==> config.mk <==
export PLATFORM = sky130hd
export DESIGN_NAME = fifo_mac_reader
export DESIGN_NICKNAME = d
export VERILOG_FILES = /design/src/rtl/npu_pkg.sv /design/src/rtl/mac_unit.sv /design/src/rtl/fifo_mac_reader.sv
export SDC_FILE = /design/constraint.sdc
export NUM_CORES = 1
export LEC_CHECK = 0
export BUFFER_PORTS_ARGS = -buffer_cell sky130_fd_sc_hd__buf_2
export CORE_MARGIN = 4
export CORE_UTILIZATION = 50
export DETAILED_ROUTE_END_ITERATION = 7
export HOLD_SLACK_MARGIN = 0.08
export MAX_ROUTING_LAYER = met4
export PLACE_DENSITY_LB_ADDON = 0.3
export SYNTH_ARGS = -nofsm -noshare
export SYNTH_HDL_FRONTEND = slang
export SYNTH_SLANG_ARGS = --single-unit
==> constraint.sdc <==
create_clock -name clk -period 7.85 [get_ports clk]
set_clock_uncertainty 0.2 [all_clocks]
set_input_delay 0.785 -clock clk [delete_from_list [all_inputs] [get_ports clk]]
set_output_delay 0.785 -clock clk [all_outputs]
set_load 0.05 [all_outputs]
==> src/rtl/npu_pkg.sv <==
// Shared NPU definitions: reader FSM state encoding, default element width,
// and the accumulator width derivation used by every MAC stage.
package npu_pkg;

   localparam int NPU_DATA_WIDTH = 8;

   typedef enum logic [1:0] {
      IDLE  = 2'd0,
      FETCH = 2'd1,
      DRAIN = 2'd2,
      DONE  = 2'd3
   } mac_state_t;

   // Full-precision width: one product plus enough headroom to sum vec_len of them.
   function automatic int acc_width(input int data_width, input int vec_len);
      return 2 * data_width + $clog2(vec_len);
   endfunction

endpackage

==> src/rtl/mac_unit.sv <==
// Signed multiply-accumulate register: acc <= acc + a*b on acc_en, zeroed by clear.
// One-cycle latency; no backpressure (caller gates clear/acc_en with its advance).
module mac_unit #(
   parameter int DATA_WIDTH = 8,
   parameter int ACC_WIDTH  = 20
) (
   input  logic                         clk,
   input  logic                         rst,
   input  logic                         clear,
   input  logic                         acc_en,
   input  logic signed [DATA_WIDTH-1:0] a,
   input  logic signed [DATA_WIDTH-1:0] b,
   output logic signed [ACC_WIDTH-1:0]  acc
);

   logic signed [2*DATA_WIDTH-1:0] prod;

   assign prod = a * b;

   always_ff @(posedge clk or posedge rst) begin
      if (rst) begin
         acc <= '0;
      end else if (clear) begin
         acc <= '0;
      end else if (acc_en) begin
         acc <= acc + ACC_WIDTH'(prod);
      end
   end

endmodule

==> src/rtl/fifo_mac_reader.sv <==
// Pops VEC_LEN elements from the input FIFO and dot-products them with a local weight file.
// Latency VEC_LEN+1 cycles from start plus one per empty cycle; result held until result_ready.
// RELU_EN: when defined, the presented result is clamped at zero.
module fifo_mac_reader
   import npu_pkg::*;
#(
   parameter int DATA_WIDTH = NPU_DATA_WIDTH,
   parameter int VEC_LEN    = 16,
   parameter int ACC_WIDTH  = acc_width(DATA_WIDTH, VEC_LEN)
) (
   input  logic                       clk,
   input  logic                       rst,
   input  logic                       enable,
   input  logic                       start,
   input  logic                       fifo_empty,
   output logic                       fifo_rd_en,
   input  logic [DATA_WIDTH-1:0]      fifo_data,
   input  logic                       w_wr_en,
   input  logic [$clog2(VEC_LEN)-1:0] w_addr,
   input  logic [DATA_WIDTH-1:0]      w_data,
   output logic [ACC_WIDTH-1:0]       result,
   output logic                       result_valid,
   input  logic                       result_ready,
   output logic                       busy
);

   localparam int IDX_W = $clog2(VEC_LEN);
   localparam int CNT_W = $clog2(VEC_LEN + 1);

   mac_state_t state, state_nxt;

   logic [CNT_W-1:0]      issued;
   logic [IDX_W-1:0]      acc_idx;
   logic                  pending;
   logic [DATA_WIDTH-1:0] weight [VEC_LEN];
   logic                  acc_clear;
   logic                  acc_en;
   logic                  last_pop;
   logic signed [ACC_WIDTH-1:0] acc;
   logic signed [ACC_WIDTH-1:0] final_sum;

   assign last_pop = (issued == CNT_W'(VEC_LEN - 1));

   always_ff @(posedge clk or posedge rst) begin
      if (rst) begin
         state <= IDLE;
      end else if (enable) begin
         state <= state_nxt;
      end
   end

   always_comb begin
      state_nxt    = state;
      fifo_rd_en   = 1'b0;
      acc_clear    = 1'b0;
      busy         = (state != IDLE);
      result_valid = (state == DONE);
      case (state)
         IDLE: begin
            if (start) begin
               acc_clear = enable;
               state_nxt = FETCH;
            end
         end
         FETCH: begin
            fifo_rd_en = !fifo_empty && (issued < CNT_W'(VEC_LEN));
            if (fifo_rd_en && last_pop) begin
               state_nxt = DRAIN;
            end
         end
         DRAIN: begin
            state_nxt = DONE;
         end
         DONE: begin
            if (result_ready) begin
               state_nxt = IDLE;
            end
         end
         default: state_nxt = IDLE;
      endcase
   end

   // Popped data arrives one cycle after the pop edge, so pending marks the
   // cycle in which fifo_data holds a live element to accumulate.
   always_ff @(posedge clk or posedge rst) begin
      if (rst) begin
         issued  <= '0;
         acc_idx <= '0;
         pending <= 1'b0;
      end else if (enable) begin
         pending <= fifo_rd_en;
         if (state == IDLE && start) begin
            issued  <= '0;
            acc_idx <= '0;
         end else begin
            if (fifo_rd_en) begin
               issued <= issued + 1'b1;
            end
            if (pending) begin
               acc_idx <= acc_idx + 1'b1;
            end
         end
      end
   end

   always_ff @(posedge clk or posedge rst) begin
      if (rst) begin
         for (int i = 0; i < VEC_LEN; i++) begin
            weight[i] <= '0;
         end
      end else if (enable && state == IDLE && w_wr_en) begin
         weight[w_addr] <= w_data;
      end
   end

   assign acc_en = enable && pending;

   mac_unit #(
      .DATA_WIDTH (DATA_WIDTH),
      .ACC_WIDTH  (ACC_WIDTH)
   ) u_mac (
      .clk    (clk),
      .rst    (rst),
      .clear  (acc_clear),
      .acc_en (acc_en),
      .a      (fifo_data),
      .b      (weight[acc_idx]),
      .acc    (acc)
   );

   // The accumulator is untouched from DRAIN until the next start, so it is
   // the latched final sum for the whole DONE window.
`ifdef RELU_EN
   assign final_sum = acc[ACC_WIDTH-1] ? '0 : acc;
`else
   assign final_sum = acc;
`endif

   assign result = result_valid ? final_sum : '0;

endmodule

==> reports/results.tsv, run 1 <==
metric	value	unit
post_cts_buffers	0	
final.setup.worst_slack	0.878	ns
utilization	56.6	%
hp-class	input port to async pin	
grt_pass1_wl	39100	microns
drt_wl_total	23500	microns
p_per_area	399	nW/um^2
worstSetupStartpointType	register	
status	completed	
antenna_found_initial	0	
vias_per_cell	5.56	
cts.clk_slew.worst_paths	0.07	ns
grt_pass1_vias	7161	
max-cap-violations	0	
clock_latency	0.43	ns
final-hold-violation-count	0	
area_delta_synth_final	10.0	%
grt_usage	21.3	%
synth.avg_cell_area	12.5	sq um
fin_cells	1210	
dp_cells	1178	
post-place-ws	0.847	ns
n_antenna_cell	0	
critPathBufInv	2	
start_util	51.4	%
crit_arrival	7.09	ns
highest-signal-layer	met4	
coreArea	21300	sq um
ir_drop	0.172	mV
cts.repair.resized	0	
max_stage_delay	0.68	ns
holdWs	0.298	ns
portBuffers	49	
required	7.97	ns
rsz0062_at_grt	no	
finalCriticalPeriod	6.97	ns
synthFlopType	dfrtp_1	
gp_congestion	0.829	
yosysWarnings	0	
dp_hpwl	17000	microns
synth_edf_count	0	
path_cells	mux4_1 > mux4_2 > and2_1 > inv_1 > fa_1 > inv_1 > fa_1 > fa_1 > fa_1 > fa_1 > ha_1 > or2_2 > a31oi_1 > a211oi_1 > o21a_1 > or3_1 > a32o_1	
fmax	143	MHz
r2r_slack	0.88	ns
worstMarginPinSlew	0.961	ns
drt-initial-drc-count	325	
ys_seq_area_share	36.6	%
dr.pass1.iters	4	
synth_area_leaders	dfrtp_1, fa_1, mux2_2, mux4_2, ha_1	
synth.most_common_cell	dfrtp_1	
design.die.area	24300	sq um
slew_violations	0	
fin_crit_sh	88.8	%
setup_tns	0	ns
met3WireLength	959	microns
clk_path_buf_depth	2	
synth_common_cells	dfrtp_1, mux2_2, inv_1	
synth_area_leader_cell	dfrtp_1	
grt-ovfl-total	0	
cts_tree	yes	
wl_met1	10500	microns
max_slew_margin	35.9	%
drive_above_1_share	28.7	%
ys_seq_elements	160	
syn_inst	874	
cp-end-kind	register	
cts_root_buffer	clkbuf_16	
die_h	156	microns
yosysTopAreaCellShare	36.6	%
postCtsHoldBufs	0	
power_leakage	0.00614	uW
num_vias	6729	
num_rows	53	
layout.nets	1091	
ys_types	56	
clock-sinks	160	
setup_viol	0	
ant_nets	0	
cts_max_level	4	
synth_fp_nets	1043	
cts_inserted_buffers	17	
path_max_fanout	18	
crit_top_cell	fa_1	
wl_per_cell	19.4	microns
drc	0	
postSynth.asyncResetShare	100	%
syn_area	11000	sq um
io_pins	50	
critPathKind	register to register	
cpMaxStageDelayCell	dfrtp_2	
path_delay_family	adder cells	
wl_met2	11400	microns
die_w	156	microns
grt_max_degree	89	
registers in the layout, indices dropped and copies added, names as in the netlist:
name and count:
u_mac.acc 20, weight 128, issued 5, pending 1, state 2, acc_idx 4
area by class of cell:
class                           instances  area [sq um]
Clock buffer                           19           443
Clock inverter                         13           146
Fill cell                            1774          9240
Inverter                              107           407
Multi-Input combinational cell        578          6390
Sequential cell                       160          4010
Tap cell                              275           344
Timing Repair Buffer                   58           313
layer usage:
layer,up-vias,global-route usage [%]
met5,-,-
met4,0,6.71
met3,31,3.74
met2,118,33.9
met1,3522,28.1
li1,3058,-
cells by family (layout without fill, tap and decap cells):
family	count (synthesis)	count (layout)	share of synthesized area, %
mux	171	171	21.8
flops	160	160	36.6
simple gates	175	175	8.38
buf+inv	136	197	5.13
fa+ha+maj	142	142	22.3
compound gates	70	70	4.30
xor+xnor	20	20	1.60
power by group:
group	leakage (uW)	switching (uW)	internal, uW
Combinational	0.00369	1550	1260
Clock	0.000279	372	458
Sequential	0.00217	150	1020
metrics by stage:
step                cell area (sq um)  total power, uW
finish                          12000             4810
floorplan                       11000             3410
global placement                11500             3910
CTS                             12000             4860
global route                    12000             5300
detailed placement              11500             3970
final timing paths:
path                       depth (start not counted)                         to              startpoint
max                                               17  u_mac.acc[13]$_DFFE_PP0P_  acc_idx[0]$_DFFE_PP0P_
min                                                2       state[1]$_DFFE_PP0P_                     rst
max reg2reg                                       17  u_mac.acc[13]$_DFFE_PP0P_  acc_idx[0]$_DFFE_PP0P_
min reg2reg                                        1     weight[48]$_DFFE_PP0P_  weight[48]$_DFFE_PP0P_
max in group asynchronous                          3   u_mac.acc[7]$_DFFE_PP0P_                     rst
min in group clk                                   1     weight[48]$_DFFE_PP0P_  weight[48]$_DFFE_PP0P_
worst reg2reg max path, cell delays in order (launching register included):
cell and delay (ns):
dfrtp_2 0.68, mux4_1 0.64, mux4_2 0.59, and2_1 0.48
inv_1 0.18, fa_1 0.42, inv_1 0.08, fa_1 0.43
fa_1 0.47, fa_1 0.52, fa_1 0.43, ha_1 0.32
or2_2 0.29, a31oi_1 0.28, a211oi_1 0.11, o21a_1 0.19
or3_1 0.30, a32o_1 0.26
cell usage in the layout (no fill, tap or decap), drive strengths merged, types with 5 or more instances in the layout:
| cell type | instances |
|---|---|
| nor3 | 5 |
| and2 | 58 |
| a22o | 6 |
| inv | 113 |
| fa | 88 |
| ha | 54 |
| nand3 | 6 |
| buf | 58 |
| o21a | 5 |
| and3 | 6 |
| dfrtp | 160 |
| xor2 | 13 |
| or3 | 5 |
| nand2 | 54 |
| o21ai | 23 |
| clkbuf | 19 |
| mux2 | 130 |
| a21oi | 11 |
| mux4 | 39 |
| nor2 | 29 |
| xnor2 | 7 |
No activity file was read; power rests on OpenSTA's default activity.
==> inputs of run 2 (changes only) <==
Settings changed: CORE_UTILIZATION 50 to 60.
==> run 2 against run 1 <==
Sequential power about the same. Critical path type unchanged. Highest routed layer unchanged. Power increased by 0.89%. Worst setup slack got worse by 0.11 ns. Clock power increased by 0.6%. Final cell count decreased by 3.9%. Critical path depth unchanged. Global-route usage increased by 4.8 points.
==> reports/results.tsv, run 2 (synthesis gave the netlist of run 1 again) <==
metric	value	unit
status	completed	
design.die.area	20500	sq um
cts_inserted_buffers	17	
p_switching	2080	uW
die_w	143	microns
max-cap-violations	0	
grt-ovfl-total	0	
switching_share	43.0	%
cp-end-kind	register	
portBuffers	49	
grt_pass1_wl	39100	microns
seq_area	4010	sq um
wl_per_cell	20.3	microns
r2r_slack	0.77	ns
globalRouteMet3Util	4.66	%
worstSetupStartpointType	register	
critPathKind	register to register	
fmax	141	MHz
drc	0	
rsz0062_at_grt	no	
use_met1	34.8	%
worstMarginPinSlew	1.17	ns
clk_path_buf_depth	2	
cpMaxStageDelayCell	dfrtp_2	
clock-sinks	160	
dp_hpwl	17100	microns
cts.repair.resized	0	
gp_congestion	0.896	
postCtsHoldBufs	0	
drt_wl_total	23600	microns
n_antenna_cell	0	
area_delta_synth_final	9.37	%
utilization	66.7	%
reg_top3	weight (128), u_mac.acc (20), issued (5)	
clock_power_share	17.2	%
fillers	1292	
cts_root_buffer	clkbuf_16	
cts_max_level	4	
layout_commonest_cell	dfrtp_1	
num_vias	6824	
mostFrequentLayoutCells	dfrtp_1, mux2_2, inv_1	
cts_tree	yes	
power_leakage	0.00614	uW
grt_pass1_vias	7195	
max_stage_delay	0.72	ns
max_slew_margin	22.1	%
grt_usage	26.1	%
start_util	61.0	%
cts.clk_slew.worst_paths	0.07	ns
ir_drop	0.321	mV
clock_latency	0.44	ns
p_per_area	405	nW/um^2
finalCriticalPeriod	7.08	ns
crit_top_cell	fa_1	
regMostFlops	weight	
path_cells	mux4_1 > mux4_2 > and2_1 > inv_1 > fa_1 > inv_1 > fa_1 > fa_1 > fa_1 > fa_1 > ha_1 > or2_2 > a31oi_1 > a211oi_1 > o21a_1 > or3_1 > a32o_1	
top_usage_layer	met2	
power_frac_comb	58.3	%
p_int	2770	uW
io_pins	50	
slew_violations	0	
drt-initial-drc-count	434	
fin_crit_sh	90.2	%
largest_reg_flops	128	
vias_per_cell	5.87	
hp-class	register to register	
antenna_found_initial	0	
dr.pass1.iters	4	
die_h	143	microns
post_cts_buffers	0	
globalRouteMet2Util	41.7	%
num_rows	49	
ant_nets	0	
coreArea	18000	sq um
grt_max_degree	99	
multi_input_area	6390	sq um
final-hold-violation-count	0	
setup_tns	0	ns
setup_viol	0	
layout.nets	1090	
drive_above_1_share	28.5	%
path_max_fanout	18	
p_seq_share	24.5	%
required	7.97	ns
crit_arrival	7.21	ns
==> run 2: area by class of cell <==
type                            instances  area share [%]
Timing Repair Buffer                   57            2.55
Clock inverter                         13            1.26
Sequential cell                       160            33.4
Inverter                              107            3.40
Clock buffer                           19            3.61
Tap cell                              229            2.39
Multi-Input combinational cell        578            53.3
==> run 2: worst max-delay path, delay by kind of cell, from the launching register on <==
| kind | cells | cell delay [ns] |
|---|---|---|
| flip-flops | 1 | 0.72 |
| AND/OR/NAND/NOR | 3 | 1.07 |
| AO/OA/AOI/OAI | 4 | 0.84 |
| adder cells (fa/ha/maj) | 6 | 2.61 |
| multiplexers | 2 | 1.26 |
| buffers and inverters | 2 | 0.26 |
==> run 2: worst paths after layout <==
path                            cells past startpoint                    from                   endpoint
max in group asynchronous                           3                     rst    weight[120]$_DFFE_PP0P_
min in group asynchronous                           2                     rst      issued[4]$_DFFE_PP0P_
worst max-delay path                               17  acc_idx[0]$_DFFE_PP0P_  u_mac.acc[13]$_DFFE_PP0P_
worst min-delay path                                1  weight[16]$_DFFE_PP0P_     weight[16]$_DFFE_PP0P_
worst min register to register                      1  weight[16]$_DFFE_PP0P_     weight[16]$_DFFE_PP0P_
worst max register to register                     17  acc_idx[0]$_DFFE_PP0P_  u_mac.acc[13]$_DFFE_PP0P_
==> run 2: metrics by stage <==
step,hold slack (ns),area (sq um),setup slack [ns],total power (uW),std cells
after floorplan,0.263,11000,1.45,3410,874
after global placement,0.279,11400,0.920,3890,1131
after detailed placement,0.287,11400,0.751,4000,1131
after CTS,0.302,12000,0.727,4880,1163
after global routing,0.319,12000,0.337,5350,1163
final,0.300,12000,0.769,4850,1163
==> run 2: per-layer routing <==
metal,part of all wire (%),up-vias,routed length (microns)
li1,-,3067,-
met4,2.0,0,475
met1,43,3578,10300
met2,50,147,11900
met3,4.2,32,985
met5,0,-,0
==> run 2: power by group through the flow <==
stage               Sequential [uW]  Clock, uW  Combinational [uW]
global placement               1190          0                2700
global route                   1220        883                3250
floorplan                      1110          0                2300
detailed placement             1200          0                2800
finish                         1190        835                2830
CTS                            1190        847                2840
==> inputs of run 3 (changes only) <==
Settings changed: CORE_MARGIN 4 to unset, CORE_UTILIZATION 60 to 45.
==> run 3 against run 2 <==
Wire length is 1.8% higher. Core utilization down 15 points. Combinational power is essentially flat. First-iteration DRC count is 26% lower. Clock power is 3.4% higher. Design area rose by 1.3%. Critical path depth rose by 1. Sequential power is essentially flat. Die area grew 22%. Final cell count is 7.7% higher. Register-to-register slack improved by 0.12 ns.
==> reports/results.tsv, run 3 (synthesis gave the netlist of run 1 again) <==
metric	value	unit
cp-end-kind	register	
globalRouteMet2Util	35.8	%
p_seq_share	24.1	%
grt_pass1_vias	7147	
dr.pass1.iters	4	
fillers	2081	
cts_max_level	4	
r2r-start	acc_idx[0]$_DFFE_PP0P_	
num_rows	56	
layout_commonest_cell	dfrtp_1	
gp_congestion	0.839	
worstHoldStart	u_mac.acc[7]$_DFFE_PP0P_	
cts_tree	yes	
area_delta_synth_final	10.8	%
cts.repair.resized	0	
top_usage_layer	met2	
fin_crit_sh	88.7	%
globalRouteMet3Util	3.26	%
utilization	51.2	%
drc	0	
clock_latency	0.44	ns
vias_per_cell	5.37	
multi_input_area	6390	sq um
regMostFlops	weight	
post_cts_buffers	0	
cts.clk_slew.worst_paths	0.07	ns
required	7.97	ns
num_vias	6722	
seq_area	4010	sq um
n_antenna_cell	0	
setup_viol	0	
io_pins	50	
max-cap-violations	0	
p_per_area	400	nW/um^2
drt-initial-drc-count	320	
cts_inserted_buffers	17	
wl_per_cell	19.2	microns
path_max_fanout	14	
switching_share	43.8	%
dp_hpwl	17200	microns
use_met1	28.2	%
grt_pass1_wl	38900	microns
worstMarginPinSlew	1.17	ns
postCtsHoldBufs	0	
finalInstanceArea	12100	sq um
crit_arrival	7.08	ns
hp-class	register to register	
clock-sinks	160	
start_util	46.2	%
power_frac_comb	58.2	%
grt-ovfl-total	0	
portBuffers	49	
rsz0062_at_grt	no	
layout.nets	1089	
critPathKind	register to register	
placedInstanceArea	11500	sq um
max_slew_margin	21.8	%
grt_max_degree	110	
grt_usage	21.6	%
slew_violations	0	
status	completed	
cts_root_buffer	clkbuf_16	
die_w	158	microns
worstSetupStartpointType	register	
p_int	2730	uW
fmax	144	MHz
final-hold-violation-count	0	
largest_reg_flops	128	
ant_nets	0	
p_switching	2130	uW
design.die.area	25000	sq um
cp-startpoint	acc_idx[0]$_DFFE_PP0P_	
mostFrequentLayoutCells	dfrtp_1, mux2_2, inv_1	
die_h	158	microns
clk_path_buf_depth	2	
coreArea	23700	sq um
setup_tns	0	ns
clock_power_share	17.8	%
power_leakage	0.00616	uW
antenna_found_initial	0	
finalCriticalPeriod	6.96	ns
ir_drop	0.183	mV
drive_above_1_share	28.6	%
drt_wl_total	24000	microns
reg_top3	weight (128), u_mac.acc (20), issued (5)	
-- run 3: final cells by class --
type	count	share of cell area [%]
Tap cell	319	3.29
Clock inverter	15	1.65
Inverter	107	3.35
Multi-Input combinational cell	578	52.6
Clock buffer	17	3.51
Timing Repair Buffer	56	2.56
Sequential cell	160	33.0
-- run 3: worst paths after layout --
path | slack (ns) | cells after the start | to
setup / recovery | 0.89 | 18 | u_mac.acc[13]$_DFFE_PP0P_
hold / removal | 0.29 | 2 | u_mac.acc[7]$_DFFE_PP0P_
setup reg to reg | 0.89 | 18 | u_mac.acc[13]$_DFFE_PP0P_
hold reg to reg | 0.29 | 2 | u_mac.acc[7]$_DFFE_PP0P_
max in group asynchronous | 5.74 | 3 | acc_idx[0]$_DFFE_PP0P_
min in group asynchronous | 0.36 | 2 | state[1]$_DFFE_PP0P_
-- run 3: worst max-delay path, cell delays in order, from the launching register on --
cell      delay, ns
dfrtp_2        0.62
buf_4          0.26
mux4_1         0.65
mux4_2         0.57
and2_1         0.21
fa_1           0.54
inv_1          0.05
fa_1           0.48
inv_1          0.06
fa_1           0.50
fa_1           0.51
fa_1           0.49
ha_1           0.37
o21a_1         0.13
a21oi_1        0.30
a211oi_1       0.16
o21a_1         0.20
or3_1          0.30
a32o_1         0.25
-- run 3: power by group through the flow --
stage	Sequential, uW	Clock (uW)	Combinational [uW]
2_1_floorplan	1110	0	2300
3_3_place_gp	1180	0	2760
3_5_place_dp	1180	0	2810
4_1_cts	1170	880	2850
5_1_grt	1190	905	3220
6_report	1170	863	2820
-- run 3: metal layers --
| metal | routed length (microns) | part of all wire, % | vias to the layer above |
|---|---|---|---|
| li1 | - | - | 3056 |
| met1 | 11200 | 47 | 3528 |
| met2 | 11900 | 50 | 117 |
| met3 | 675 | 2.8 | 21 |
| met4 | 206 | 0.86 | 0 |
| met5 | 0 | 0 | - |
-- run 3: stage by stage --
step                hold WS (ns)  std cells  setup slack [ns]  total power (uW)
finish                     0.294       1252             0.890              4850
global route               0.318       1252             0.586              5320
CTS                        0.301       1252             0.856              4900
detailed placement         0.285       1220             0.851              3990
global placement           0.282       1220             0.947              3940
floorplan                  0.263        874              1.45              3410
